[src/rtl/dram_resp_pkg.sv]
// Shared constants and FSM state type for the DRAM responder.
package dram_resp_pkg;
    localparam int MA_W   = 11;
    localparam int COL_W  = 9;
    localparam int DATA_W = 64;
    localparam int NBANK  = 2;
    localparam int LANES  = DATA_W / 8;
    localparam int BANK_W = (NBANK > 1) ? $clog2(NBANK) : 1;
    localparam int ADDR_W = BANK_W + MA_W + COL_W;

    typedef enum logic [1:0] {IDLE, REQ, DRIVE, HOLD} state_t;
endpackage

[src/rtl/dram_resp_if.sv]
// DRAM pin bundle plus backing-memory port seen by the responder.
interface dram_resp_if
    import dram_resp_pkg::*;
#(
    parameter int MA_W   = dram_resp_pkg::MA_W,
    parameter int COL_W  = dram_resp_pkg::COL_W,
    parameter int DATA_W = dram_resp_pkg::DATA_W,
    parameter int NBANK  = dram_resp_pkg::NBANK
);
    localparam int LANES  = DATA_W / 8;
    localparam int BANK_W = (NBANK > 1) ? $clog2(NBANK) : 1;
    localparam int ADDR_W = BANK_W + MA_W + COL_W;

    logic [MA_W-1:0]   ma;
    logic [NBANK-1:0]  rasl;
    logic [LANES-1:0]  casl;
    logic              wel;
    logic              oel;
    logic [DATA_W-1:0] d_in;
    logic [DATA_W-1:0] d_out;
    logic              d_oe;
    logic              mem_req;
    logic              mem_we;
    logic [ADDR_W-1:0] mem_addr;
    logic [LANES-1:0]  mem_be;
    logic [DATA_W-1:0] mem_wdata;
    logic              mem_ack;
    logic [DATA_W-1:0] mem_rdata;
    logic              refresh;
    logic              proto_err;

    modport slave (
        input  ma, rasl, casl, wel, oel, d_in, mem_ack, mem_rdata,
        output d_out, d_oe, mem_req, mem_we, mem_addr, mem_be, mem_wdata, refresh, proto_err
    );
    modport master (
        output ma, rasl, casl, wel, oel, d_in, mem_ack, mem_rdata,
        input  d_out, d_oe, mem_req, mem_we, mem_addr, mem_be, mem_wdata, refresh, proto_err
    );
endinterface

[src/rtl/dram_strobe_edge.sv]
// Registers the RAS/CAS strobes and flags their falling/rising transitions.
module dram_strobe_edge
    import dram_resp_pkg::*;
#(
    parameter int NBANK = dram_resp_pkg::NBANK,
    parameter int LANES = dram_resp_pkg::LANES
) (
    input  logic             clk,
    input  logic             rst_n,
    input  logic [NBANK-1:0] rasl,
    input  logic [LANES-1:0] casl,
    output logic [NBANK-1:0] ras_fall,
    output logic [NBANK-1:0] ras_rise,
    output logic             cas_fall,
    output logic             cas_all_high
);
    logic [NBANK-1:0] ras_prev;
    logic [LANES-1:0] cas_prev;

    always_ff @(posedge clk or negedge rst_n) begin
        if (!rst_n) begin
            ras_prev <= '1;
            cas_prev <= '1;
        end else begin
            ras_prev <= rasl;
            cas_prev <= casl;
        end
    end

    // A CAS fall is the whole lane group leaving the all-high state.
    assign ras_fall     = ras_prev & ~rasl;
    assign ras_rise     = ~ras_prev & rasl;
    assign cas_all_high = &casl;
    assign cas_fall     = (&cas_prev) & ~(&casl);
endmodule

[src/rtl/dram_resp.sv]
// Emulates DRAM chips: latches row/column strobes and turns each CAS cycle into a word request.
module dram_resp
    import dram_resp_pkg::*;
#(
    parameter int MA_W   = dram_resp_pkg::MA_W,
    parameter int COL_W  = dram_resp_pkg::COL_W,
    parameter int DATA_W = dram_resp_pkg::DATA_W,
    parameter int NBANK  = dram_resp_pkg::NBANK
) (
    input  logic       sys_clk,
    input  logic       resetl,
    dram_resp_if.slave bus
);
    localparam int LANES  = DATA_W / 8;
    localparam int BANK_W = (NBANK > 1) ? $clog2(NBANK) : 1;
    localparam int ADDR_W = BANK_W + MA_W + COL_W;

    logic [NBANK-1:0]  ras_fall, ras_rise, active;
    logic              cas_fall, cas_all_high;
    logic [MA_W-1:0]   row [NBANK];
    state_t            state, state_nx;
    logic [ADDR_W-1:0] addr_q;
    logic [LANES-1:0]  be_q;
    logic              we_q;
    logic [DATA_W-1:0] wdata_q, dout_q;
    logic              refresh_q, err_q, discard_q;
    logic [BANK_W-1:0] sel, req_bank;
    logic              start, multi, discard_set, discard;

    dram_strobe_edge #(.NBANK(NBANK), .LANES(LANES)) u_edge (
        .clk          (sys_clk),
        .rst_n        (resetl),
        .rasl         (bus.rasl),
        .casl         (bus.casl),
        .ras_fall     (ras_fall),
        .ras_rise     (ras_rise),
        .cas_fall     (cas_fall),
        .cas_all_high (cas_all_high)
    );

    // Lowest-index active bank wins when more than one RAS is low.
    always_comb begin
        sel = '0;
        for (int i = NBANK - 1; i >= 0; i--) begin
            if (active[i]) sel = BANK_W'(i);
        end
    end

    assign multi       = (active & (active - NBANK'(1))) != '0;
    assign start       = cas_fall && (state == IDLE) && (|active);
    assign req_bank    = addr_q[ADDR_W-1 -: BANK_W];
    assign discard_set = (state == REQ) && ras_rise[req_bank];
    assign discard     = discard_q || discard_set;

    always_comb begin
        state_nx = state;
        case (state)
            IDLE:    if (start) state_nx = REQ;
            REQ:     if (bus.mem_ack) state_nx = (we_q || discard) ? HOLD : DRIVE;
            DRIVE:   if (cas_all_high) state_nx = IDLE;
            HOLD:    if (cas_all_high) state_nx = IDLE;
            default: state_nx = IDLE;
        endcase
    end

    always_ff @(posedge sys_clk or negedge resetl) begin
        if (!resetl) begin
            state     <= IDLE;
            active    <= '0;
            for (int i = 0; i < NBANK; i++) row[i] <= '0;
            addr_q    <= '0;
            be_q      <= '0;
            we_q      <= 1'b0;
            wdata_q   <= '0;
            dout_q    <= '0;
            refresh_q <= 1'b0;
            err_q     <= 1'b0;
            discard_q <= 1'b0;
        end else begin
            state <= state_nx;
            for (int i = 0; i < NBANK; i++) begin
                if (ras_fall[i] && cas_all_high) begin
                    row[i]    <= bus.ma;
                    active[i] <= 1'b1;
                end else if (ras_rise[i]) begin
                    active[i] <= 1'b0;
                end
            end
            refresh_q <= (|ras_fall) && !cas_all_high;
            if (start) begin
                addr_q    <= {sel, row[sel], bus.ma[COL_W-1:0]};
                be_q      <= ~bus.casl;
                we_q      <= ~bus.wel;
                wdata_q   <= bus.d_in;
                discard_q <= 1'b0;
            end else if (discard_set) begin
                discard_q <= 1'b1;
            end
            if ((state == REQ) && bus.mem_ack && !we_q && !discard)
                dout_q <= bus.mem_rdata;
            if (cas_fall && ((state != IDLE) || !(|active) || multi))
                err_q <= 1'b1;
            if ((state == REQ) && (discard_set || (~bus.wel != we_q)))
                err_q <= 1'b1;
        end
    end

    assign bus.mem_req   = (state == REQ);
    assign bus.mem_we    = we_q;
    assign bus.mem_addr  = addr_q;
    assign bus.mem_be    = be_q;
    assign bus.mem_wdata = wdata_q;
    assign bus.d_out     = dout_q;
    assign bus.d_oe      = (state == DRIVE) && !bus.oel && !cas_all_high && bus.wel;
    assign bus.refresh   = refresh_q;
    assign bus.proto_err = err_q;
endmodule

[src/flat_wrapper.sv]
// flat-port wrapper written by rule: the top's interface ports become plain ports
module dram_resp_flat import dram_resp_pkg::*;
#(
    parameter int MA_W   = dram_resp_pkg::MA_W,
    parameter int COL_W  = dram_resp_pkg::COL_W,
    parameter int DATA_W = dram_resp_pkg::DATA_W,
    parameter int NBANK  = dram_resp_pkg::NBANK
)
  (sys_clk, resetl, bus_ma, bus_rasl, bus_casl, bus_wel, bus_oel, bus_d_in, bus_mem_ack, bus_mem_rdata, bus_d_out, bus_d_oe, bus_mem_req, bus_mem_we, bus_mem_addr, bus_mem_be, bus_mem_wdata, bus_refresh, bus_proto_err);
  dram_resp_if #(.MA_W(MA_W), .COL_W(COL_W), .DATA_W(DATA_W), .NBANK(NBANK)) bus_i ();
  input  logic sys_clk;
  input  logic resetl;
  input wire logic [$bits(bus_i.ma)-1:0] bus_ma;
  input wire logic [$bits(bus_i.rasl)-1:0] bus_rasl;
  input wire logic [$bits(bus_i.casl)-1:0] bus_casl;
  input wire logic [$bits(bus_i.wel)-1:0] bus_wel;
  input wire logic [$bits(bus_i.oel)-1:0] bus_oel;
  input wire logic [$bits(bus_i.d_in)-1:0] bus_d_in;
  input wire logic [$bits(bus_i.mem_ack)-1:0] bus_mem_ack;
  input wire logic [$bits(bus_i.mem_rdata)-1:0] bus_mem_rdata;
  output wire logic [$bits(bus_i.d_out)-1:0] bus_d_out;
  output wire logic [$bits(bus_i.d_oe)-1:0] bus_d_oe;
  output wire logic [$bits(bus_i.mem_req)-1:0] bus_mem_req;
  output wire logic [$bits(bus_i.mem_we)-1:0] bus_mem_we;
  output wire logic [$bits(bus_i.mem_addr)-1:0] bus_mem_addr;
  output wire logic [$bits(bus_i.mem_be)-1:0] bus_mem_be;
  output wire logic [$bits(bus_i.mem_wdata)-1:0] bus_mem_wdata;
  output wire logic [$bits(bus_i.refresh)-1:0] bus_refresh;
  output wire logic [$bits(bus_i.proto_err)-1:0] bus_proto_err;
  assign bus_i.ma = bus_ma;
  assign bus_i.rasl = bus_rasl;
  assign bus_i.casl = bus_casl;
  assign bus_i.wel = bus_wel;
  assign bus_i.oel = bus_oel;
  assign bus_i.d_in = bus_d_in;
  assign bus_i.mem_ack = bus_mem_ack;
  assign bus_i.mem_rdata = bus_mem_rdata;
  assign bus_d_out = bus_i.d_out;
  assign bus_d_oe = bus_i.d_oe;
  assign bus_mem_req = bus_i.mem_req;
  assign bus_mem_we = bus_i.mem_we;
  assign bus_mem_addr = bus_i.mem_addr;
  assign bus_mem_be = bus_i.mem_be;
  assign bus_mem_wdata = bus_i.mem_wdata;
  assign bus_refresh = bus_i.refresh;
  assign bus_proto_err = bus_i.proto_err;
  dram_resp #(.MA_W(MA_W), .COL_W(COL_W), .DATA_W(DATA_W), .NBANK(NBANK)) u_core (.sys_clk(sys_clk), .resetl(resetl), .bus(bus_i));
endmodule
[config.mk]
export PLATFORM = sky130hd
export DESIGN_NAME = dram_resp_flat
export DESIGN_NICKNAME = d
export VERILOG_FILES = /design/src/rtl/dram_resp_pkg.sv /design/src/rtl/dram_resp_if.sv /design/src/rtl/dram_strobe_edge.sv /design/src/rtl/dram_resp.sv /design/src/flat_wrapper.sv
export SDC_FILE = /design/constraint.sdc
export NUM_CORES = 1
export LEC_CHECK = 0
export BUFFER_PORTS_ARGS = -buffer_cell sky130_fd_sc_hd__buf_2
export CAP_MARGIN = 20
export CORE_UTILIZATION = 52
export DETAILED_ROUTE_END_ITERATION = 8
export GPL_TIMING_DRIVEN = 0
export PLACE_DENSITY = 0.95
export SYNTH_ARGS = -nofsm -noshare
export SYNTH_HDL_FRONTEND = slang
export SYNTH_SLANG_ARGS = --single-unit
[constraint.sdc]
create_clock -name sys_clk -period 5.1 [get_ports sys_clk]
set_clock_uncertainty 0.1 [all_clocks]
set_input_delay 0.255 -clock sys_clk [delete_from_list [all_inputs] [get_ports sys_clk]]
set_output_delay 0.255 -clock sys_clk [all_outputs]
set_load 0.02 [all_outputs]
== Word level (Yosys, flattened, before mapping) ==
Index checks and enable logic that the tools add are counted.
Storage, ports and cells
  register bits after elaboration: 197
  input port bits: 154
  output and inout bits: 162
  word-level logic and storage cells: 92
Cells by class
  add/sub/neg operators: 1
  $lt $le $gt $ge: 2
  equal/unequal tests: 7
  mux-type cells: 20
  bitwise logic cells: 10
  reductions and logical operators: 37
Operators by type and width (count)
  11-bit 2-to-1 mux: 3
  8-bit AND reduction: 2
  1-bit logical AND: 14
  1-bit 2-to-1 mux: 13
  2-bit nonzero test: 6
  8-bit inverter: 1
  2-bit bitwise AND: 3
  2-bit 2-to-1 mux: 3
  2-bit case mux with 3 select lines: 1
  2-bit OR reduction: 3
  1-bit logical NOT: 5
  1-bit logical OR: 5
  2-bit equality test (second input constant): 2
  2-bit by 1-bit inequality test with 1-bit output (second input constant): 2
  2-bit inverter: 2
  3-bit AND reduction: 1
  2-bit by 1-bit equality test with 1-bit output (second input constant): 1
  2-bit greater-or-equal comparator (second input constant): 1
  2-bit logical NOT: 1
  1-bit by 2-bit < comparator with 1-bit output (second input constant): 1
  2-bit inequality test (second input constant): 1
  1-bit inverter: 2
  1-bit inverter with 2-bit output: 1
  2-bit by 1-bit subtractor with 2-bit output (second input constant): 1
  2 further kinds: 2

== Longest topological paths before layout ==
Gate-level depths: netlist (run 1).
  depth after elaboration: 10
  mapped depth: 6

== Hierarchy ==
From an unflattened synthesis (run 1), not the netlist that was laid out.
Second synthesis, totals
  cells, all modules: 459
  area total of the unflattened synthesis: 7507.2 µm²
Modules (own cells, without submodules)
  dram_resp: times used 1, cells an instance 439, area an instance 7175.6 µm², sequential area each 4679.5 µm²
  dram_strobe_edge: times used 1, cells an instance 20, area an instance 331.6 µm², sequential area each 262.8 µm²

== Worst setup path before layout (run 1) ==
No wires, ideal clock.
  path type: register -> register
  from: reg u_core.u_edge.cas_prev[6]
  to: reg u_core.wdata_q[24] (netlist: u_core.bus.mem_wdata[24])
  setup time: 0.125 ns
  arrival: 1.965 ns
  required time: 4.875 ns
  path slack: 2.911 ns
  cell stages (with the launch flop): 7
  path buffers: 2
  period minus slack after synthesis: 2.189 ns
  path through: dfstp_2 -> and4_1 -> o211ai_1 -> nor4_2 -> buf_2 -> buf_2 -> mux2_2
Between the ends
  cells in the longest elaborated chain, start to end: 4
Ends and longest elaborated chain
  start: declaration: line dram_strobe_edge.sv:18  | logic [LANES-1:0] cas_prev;
  start signal: assignment: line dram_strobe_edge.sv:26  | cas_prev <= casl;
  8-bit AND reduction: line dram_strobe_edge.sv:34  | assign cas_fall = (&cas_prev) & ~(&casl);
  1-bit bitwise AND: line dram_strobe_edge.sv:34
  1-bit logical AND (2 in series): line dram_resp.sv:50  | assign start = cas_fall && (state == IDLE) && (|active);
  end signal: assignment: line dram_resp.sv:94  | wdata_q <= bus.d_in;
  end: declaration: line dram_resp.sv:25  | logic [DATA_W-1:0] wdata_q, dout_q;
Every way passes these cells.
A chain may end at the register's enable or synchronous reset.

== Worst setup path after layout (run 1) ==
  from: reg u_core.u_edge.cas_prev[6]
  to: reg u_core.wdata_q[32] (netlist: u_core.bus.mem_wdata[32])
The elaborated chain is that of the path after synthesis.

==> results of run 1 <==
[metrics by stage]
stage               area (µm²)  total power, mW  cells  util, %  hold slack (ns)
floorplan                 7680             1.63    454        -           -0.141
global placement          9490             1.72    953     65.5            0.280
finish                   11700             3.32   1139     80.9            0.308
CTS                      11700             3.30   1138     80.9            0.360
global route             11700             3.40   1139     80.9            0.376
detailed placement        9530             1.73    954     65.8            0.227
[final timing paths]
path                                                     start                                   end  cells after the start
setup reg to reg           u_core.u_edge.cas_prev[6]$_DFF_PN1_  u_core.bus.mem_wdata[32]$_DFFE_PN0P_                      6
max in group asynchronous                               resetl      u_core.bus.d_out[31]$_DFFE_PN0P_                      3
min in group sys_clk          u_core.bus.proto_err$_DFFE_PN0P_      u_core.bus.proto_err$_DFFE_PN0P_                      1
setup / recovery           u_core.u_edge.cas_prev[6]$_DFF_PN1_  u_core.bus.mem_wdata[32]$_DFFE_PN0P_                      6
hold / removal                                          resetl   u_core.bus.mem_addr[19]$_DFFE_PN0P_                      2
hold reg to reg               u_core.bus.proto_err$_DFFE_PN0P_      u_core.bus.proto_err$_DFFE_PN0P_                      1
[Yosys cell counts, types with 4 or more instances]
cell and count:
nand2b_1 4, nor2_1 5, dfrtp_1 187, nand2_1 5, dfstp_2 10, mux2_4 49
buf_2 12, mux2i_1 9, inv_1 9, mux2_2 134, buf_6 6
[state kept, by name (all words and copies together) (netlist names)]
name and flops:
u_core.active 2, u_core.bus.d_out 64, u_core.bus.mem_addr 21, u_core.bus.mem_be 8, u_core.bus.mem_wdata 64, u_core.bus.mem_we 1
u_core.bus.proto_err 1, u_core.bus.refresh 1, u_core.discard_q 1, u_core.row 22, u_core.state 2, u_core.u_edge.cas_prev 8
u_core.u_edge.ras_prev 2
[power groups by stage]
stage,Clock [mW],Sequential [mW],Combinational (mW)
after global placement,0,1.61,0.112
after CTS,1.51,1.58,0.214
final,1.51,1.58,0.223
after floorplan,0,1.61,0.0144
after global routing,1.58,1.58,0.240
after detailed placement,0,1.61,0.120
[cell families after synthesis]
logic type | synth area share, %
xor+xnor | 0.228
compound gates | 0.684
flops | 64.3
simple gates | 2.18
buf+inv | 2.20
mux | 30.4
[worst max-delay path: cells and delay by family (launching register included)]
kind,cells,cell delay [ns]
flip-flops,1,0.54
AND/OR/NAND/NOR,2,0.78
AO/OA/AOI/OAI,1,0.19
multiplexers,1,0.39
buffers and inverters,2,0.77
[layout make-up]
class | count | area, µm²
Buffer | 20 | 135
Tap cell | 184 | 230
Inverter | 9 | 33.8
Clock inverter | 13 | 213
Clock buffer | 19 | 453
Multi-Input combinational cell | 228 | 2570
Antenna cell | 1 | 2.50
Sequential cell | 197 | 4940
Timing Repair Buffer | 468 | 3140
Fill cell | 741 | 2760
[routing by layer]
layer  global-route usage (%)  up-vias  routed length, µm
met5                        0        -                  0
met3                     8.76       63               1660
met4                     14.2        0                814
met1                     34.4     3005               8800
met2                     60.1      263              13300
li1                         -     2568                  -
==> flow_summary.ini, run 1 <==
[sta]
setup_tns_ns = 0
finalWorstSetupSlack_ns = 2.21
hold_viol_final = 0
maxSlewHeadroom_pct = 50.4
final-max-slew-violation-count = 0
setup_violations = 0
rsz0062_at_grt = no
worst_slew_pin_slew_ns = 0.743
fin_crit_sh_pct = 56.7
fmax_mhz = 346
min_period_ns = 2.89

[clock_tree]
cts_buffers = 17
cts-root-buf = clkbuf_16
cts_setup_buffers = 0
cts_sinks = 197
clock_latency_ns = 0.44
htree_levels = 4
ctsLongestPathBuffers = 2
cts_tree = built
hold_buffers = 152
cts_resized = 0
clk_pin_slew_ns = 0.08

[pwr]
p_per_area_mw_per_mm2 = 283
swShare_pct = 22.3
p_leak_nw = 6.68
vdd_drop_max_mv = 0.341
pwr-share-clk_pct = 45.6
combPwrFrac_pct = 6.7
sequentialPowerShare_pct = 47.7
p_int_mw = 2.58
p_switching_uw = 741

[setup_path]
crit_top_cell = buf_2
cp-end-kind = flip-flop
crit_path_cell_trace = and4_1, o211ai_1, nor4_2, buf_2, buf_2, mux2_2
critPathLaunchType = flip-flop
slowest_delay_ns = 0.56
cp_max_fo = 10
cp.required_ns = 5.32
worst_path_max_delay_cell = nor4_2
timing.reg2reg.setup_slack_ns = 2.21
cp.arrival_ns = 3.11
critPathKind = flip-flop to flip-flop

[run_status]
status = finished, final reports clean

[global_routing]
grt_max_degree = 101
track_usage_pct = 32.5
grt_pass1_vias = 6447
grt_overflow = 0
antenna_found_initial = 1
grt_pass1_wl_mm = 35.7

[detailed_routing]
drt-vias-per-instance = 5.18
dr_total_vias = 5899
drc_errors = 0
routed_wl_mm = 24.6
antenna_left = 0
first_pass_iters = 5
drtIter0Drc = 353
wire_per_inst_um = 21.6

[floorplan]
io-pin-count = 316
dieArea_mm2 = 0.0153
die_w_um = 124
core_mm2 = 0.0145
die_h_um = 124
start_util_pct = 53.1
row_count = 44

[layout]
area_delta_synth_final_pct = 52.5
final_common_cell = buf_2
drive_gt1_share_pct = 59.1
layout_common_cells = buf_2, dfrtp_1, dlygate4sd3_1
nNetsFinal = 1095

[logic_synthesis]
yosysWarnings = 0
synth_top_flop_cell = dfrtp_1
syn-num-nets = 608
ys_ff_latch = 197
synth_top_cell_by_area = dfrtp_1
netlist.area_leader.share_pct = 60.9
synth_seq_area_share_pct = 64.3
synthArstFlopShare_pct = 100
avgSynthCellArea_um2 = 16.9
synth.area.top_cells = dfrtp_1, mux2_2, mux2_4
netlist_instances = 454
syn_area_mm2 = 0.00768
synth_enable_flop_cells = 0
synth.distinct_cells = 30

[placement]
post-place-ws_ns = 2.31
gp_congestion = 0.785
portBuffers = 315
dp_hpwl_mm = 13.4

[min_path]
hp-class = input port to asynchronous set/reset pin

[flow_run]
maxCapViolCount = 0
No activity file was read; power rests on OpenSTA's default activity.
==> run 2: changes to the inputs <==
Settings changed: ABC_AREA set to 1, CORE_UTILIZATION 52 to 44, PLACE_DENSITY 0.95 to 0.88.
Clock period 5.1 ns to 2.4 ns, I/O delays scaled along.
==> flow_summary.ini, run 2 <==
[logic_synthesis]
synthXorXnorAreaFrac_pct = 0.111
synth.area.top_cells = dfrtp_1, nand2_1, o21ai_0
ys_ff_latch = 197
netlist.area_leader.share_pct = 59.6
synth_top_flop_cell = dfrtp_1
synth_top_cell_by_area = dfrtp_1
yosysWarnings = 0
avgSynthCellArea_um2 = 9.47
synth_fa_ha_area_share_pct = 0
syn-num-nets = 984
synth_enable_flop_cells = 0
syn_area_mm2 = 0.00786
synthArstFlopShare_pct = 100
synthTopCellsByCount = nand2_1, dfrtp_1, o21ai_0
synth.mux.area_fraction_pct = 1.15
synth_most_common_cell = nand2_1
netlist_instances = 830
synth_top_family_by_area = simple AND/OR/NAND/NOR gates
synth_seq_area_share_pct = 62.9
synth-simple-area-share_pct = 18.7
synth-compound-area-share_pct = 7.88
synth.distinct_cells = 21

[clock_tree]
htree_levels = 4
cts_sinks = 197
cts_tree = built
cts-root-buf = clkbuf_16
cts_buffers = 17
clock_latency_ns = 0.43
cts_setup_buffers = 0
clk_pin_slew_ns = 0.08
ctsLongestPathBuffers = 2

[detailed_routing]
wire_per_inst_um = 17.0
dr_total_vias = 7887
drt-vias-per-instance = 5.07
first_pass_iters = 5
routed_wl_mm = 26.4
drc_errors = 0
antenna_left = 0
drtIter0Drc = 445

[flow_run]
maxCapViolCount = 0

[sta]
setup_violations = 0
final-max-slew-violation-count = 0
rsz0062_at_grt = no
maxSlewHeadroom_pct = 59.0
min_period_ns = 2.07
fin_crit_sh_pct = 86.4
fmax_mhz = 482
worst_slew_pin_slew_ns = 0.614
hold_viol_final = 0
setup_tns_ns = 0
finalWorstSetupSlack_ns = 0.326

[pwr]
vdd_drop_max_mv = 0.468
p_per_area_mw_per_mm2 = 583
p_leak_nw = 6.85
p_total_mw = 6.92

[setup_path]
cp-end-kind = flip-flop
cp.arrival_ns = 2.26
critPathKind = flip-flop to flip-flop
cp_max_fo = 10
rr_startpoint = u_core.u_edge.cas_prev[0]$_DFF_PN1_
rr_worst_depth = 9
timing.reg2reg.setup_slack_ns = 0.33
regToRegEndpoint = u_core.bus.mem_wdata[2]$_DFFE_PN0P_
critPathLaunchType = flip-flop
cp.required_ns = 2.58

[global_routing]
grt_max_degree = 126
antenna_found_initial = 0
grt_overflow = 0
grt_pass1_vias = 8035
grt_pass1_wl_mm = 40.5
track_usage_pct = 29.0

[floorplan]
core_mm2 = 0.0174
die_w_um = 136
start_util_pct = 45.3
io-pin-count = 316
row_count = 48
dieArea_mm2 = 0.0184
die_h_um = 136

[layout]
final_common_cell = buf_2
fin_util_pct = 68.4
area_delta_synth_final_pct = 51.1
instances_no_fill = 1556
drive_gt1_share_pct = 29.9
layout_common_cells = buf_2, nand2_1, dfrtp_1
nNetsFinal = 1471

[placement]
dp_cells = 1371
portBuffers = 315
post-place-ws_ns = 0.374
dp_hpwl_mm = 15.3
gp_congestion = 0.809

[min_path]
hp-class = input port to asynchronous set/reset pin

[run_status]
status = finished, final reports clean
run 2: logic make-up (layout without fill, tap and decap cells):
family / Yosys count / count (layout)
compound gates: 123 / 123
xor+xnor: 1 / 1
buf+inv: 141 / 641
other cells: 0 / 1
mux: 9 / 9
simple gates: 359 / 359
flops: 197 / 197
run 2: worst max-delay path by stage:
stage,from,endpoint,cells past startpoint
after CTS,u_core.u_edge.cas_prev[0]$_DFF_PN1_,u_core.bus.mem_addr[13]$_DFFE_PN0P_,9
after global placement,resetl,u_core.bus.d_out[13]$_DFFE_PN0P_,1
after detailed placement,u_core.u_edge.cas_prev[6]$_DFF_PN1_,u_core.bus.mem_addr[1]$_DFFE_PN0P_,9
after floorplan,u_core.u_edge.cas_prev[6]$_DFF_PN1_,u_core.bus.mem_addr[10]$_DFFE_PN0P_,9
final,u_core.u_edge.cas_prev[0]$_DFF_PN1_,u_core.bus.mem_wdata[2]$_DFFE_PN0P_,9
after global routing,u_core.u_edge.cas_prev[3]$_DFF_PN1_,u_core.bus.mem_addr[13]$_DFFE_PN0P_,7
run 2: through the flow:
stage | hold WS (ns) | cell area [µm²]
after detailed placement | 0.0113 | 9750
final | 0.107 | 11900
after global placement | 0.144 | 9710
after floorplan | -0.276 | 7860
after global routing | 0.148 | 11900
after CTS | 0.135 | 11900
run 2: worst max-delay path: stages (launching register included):
cell	delay (ns)
dfstp_2	0.52
nand2_1	0.05
inv_1	0.04
nand2_1	0.05
nor2_1	0.20
nand3_2	0.31
buf_6	0.28
buf_6	0.16
nand2_1	0.07
o21ai_0	0.13
run 2: layer usage:
layer	wire [µm]	share of wire [%]	global-route usage (%)
met3	2400	9.1	7.86
met1	9660	37	31.8
met5	0	0	0
met4	1160	4.4	15.5
met2	13200	50	50.8
run 2: power by group:
part | leakage [nW] | total [mW] | internal, mW | switching (mW)
registers | 2.69 | 3.40 | 3.37 | 0.0351
logic | 3.87 | 0.683 | 0.345 | 0.337
clock network | 0.290 | 2.83 | 1.43 | 1.40
run 2: cell type report:
cell class / count / area, µm²
Tap cell: 225 / 282
Sequential cell: 197 / 4940
Multi-Input combinational cell: 492 / 2190
Clock buffer: 18 / 439
Timing Repair Buffer: 468 / 3140
Antenna cell: 1 / 2.50
Clock inverter: 14 / 153
Fill cell: 1153 / 5490
Inverter: 96 / 360
Buffer: 45 / 365
run 2: what timing repair did:
item	in CTS	in global routing
gates resized for setup	0	0
endpoints found under the hold margin	256	0
endpoints found under the setup margin	0	0
hold buffers	152	0
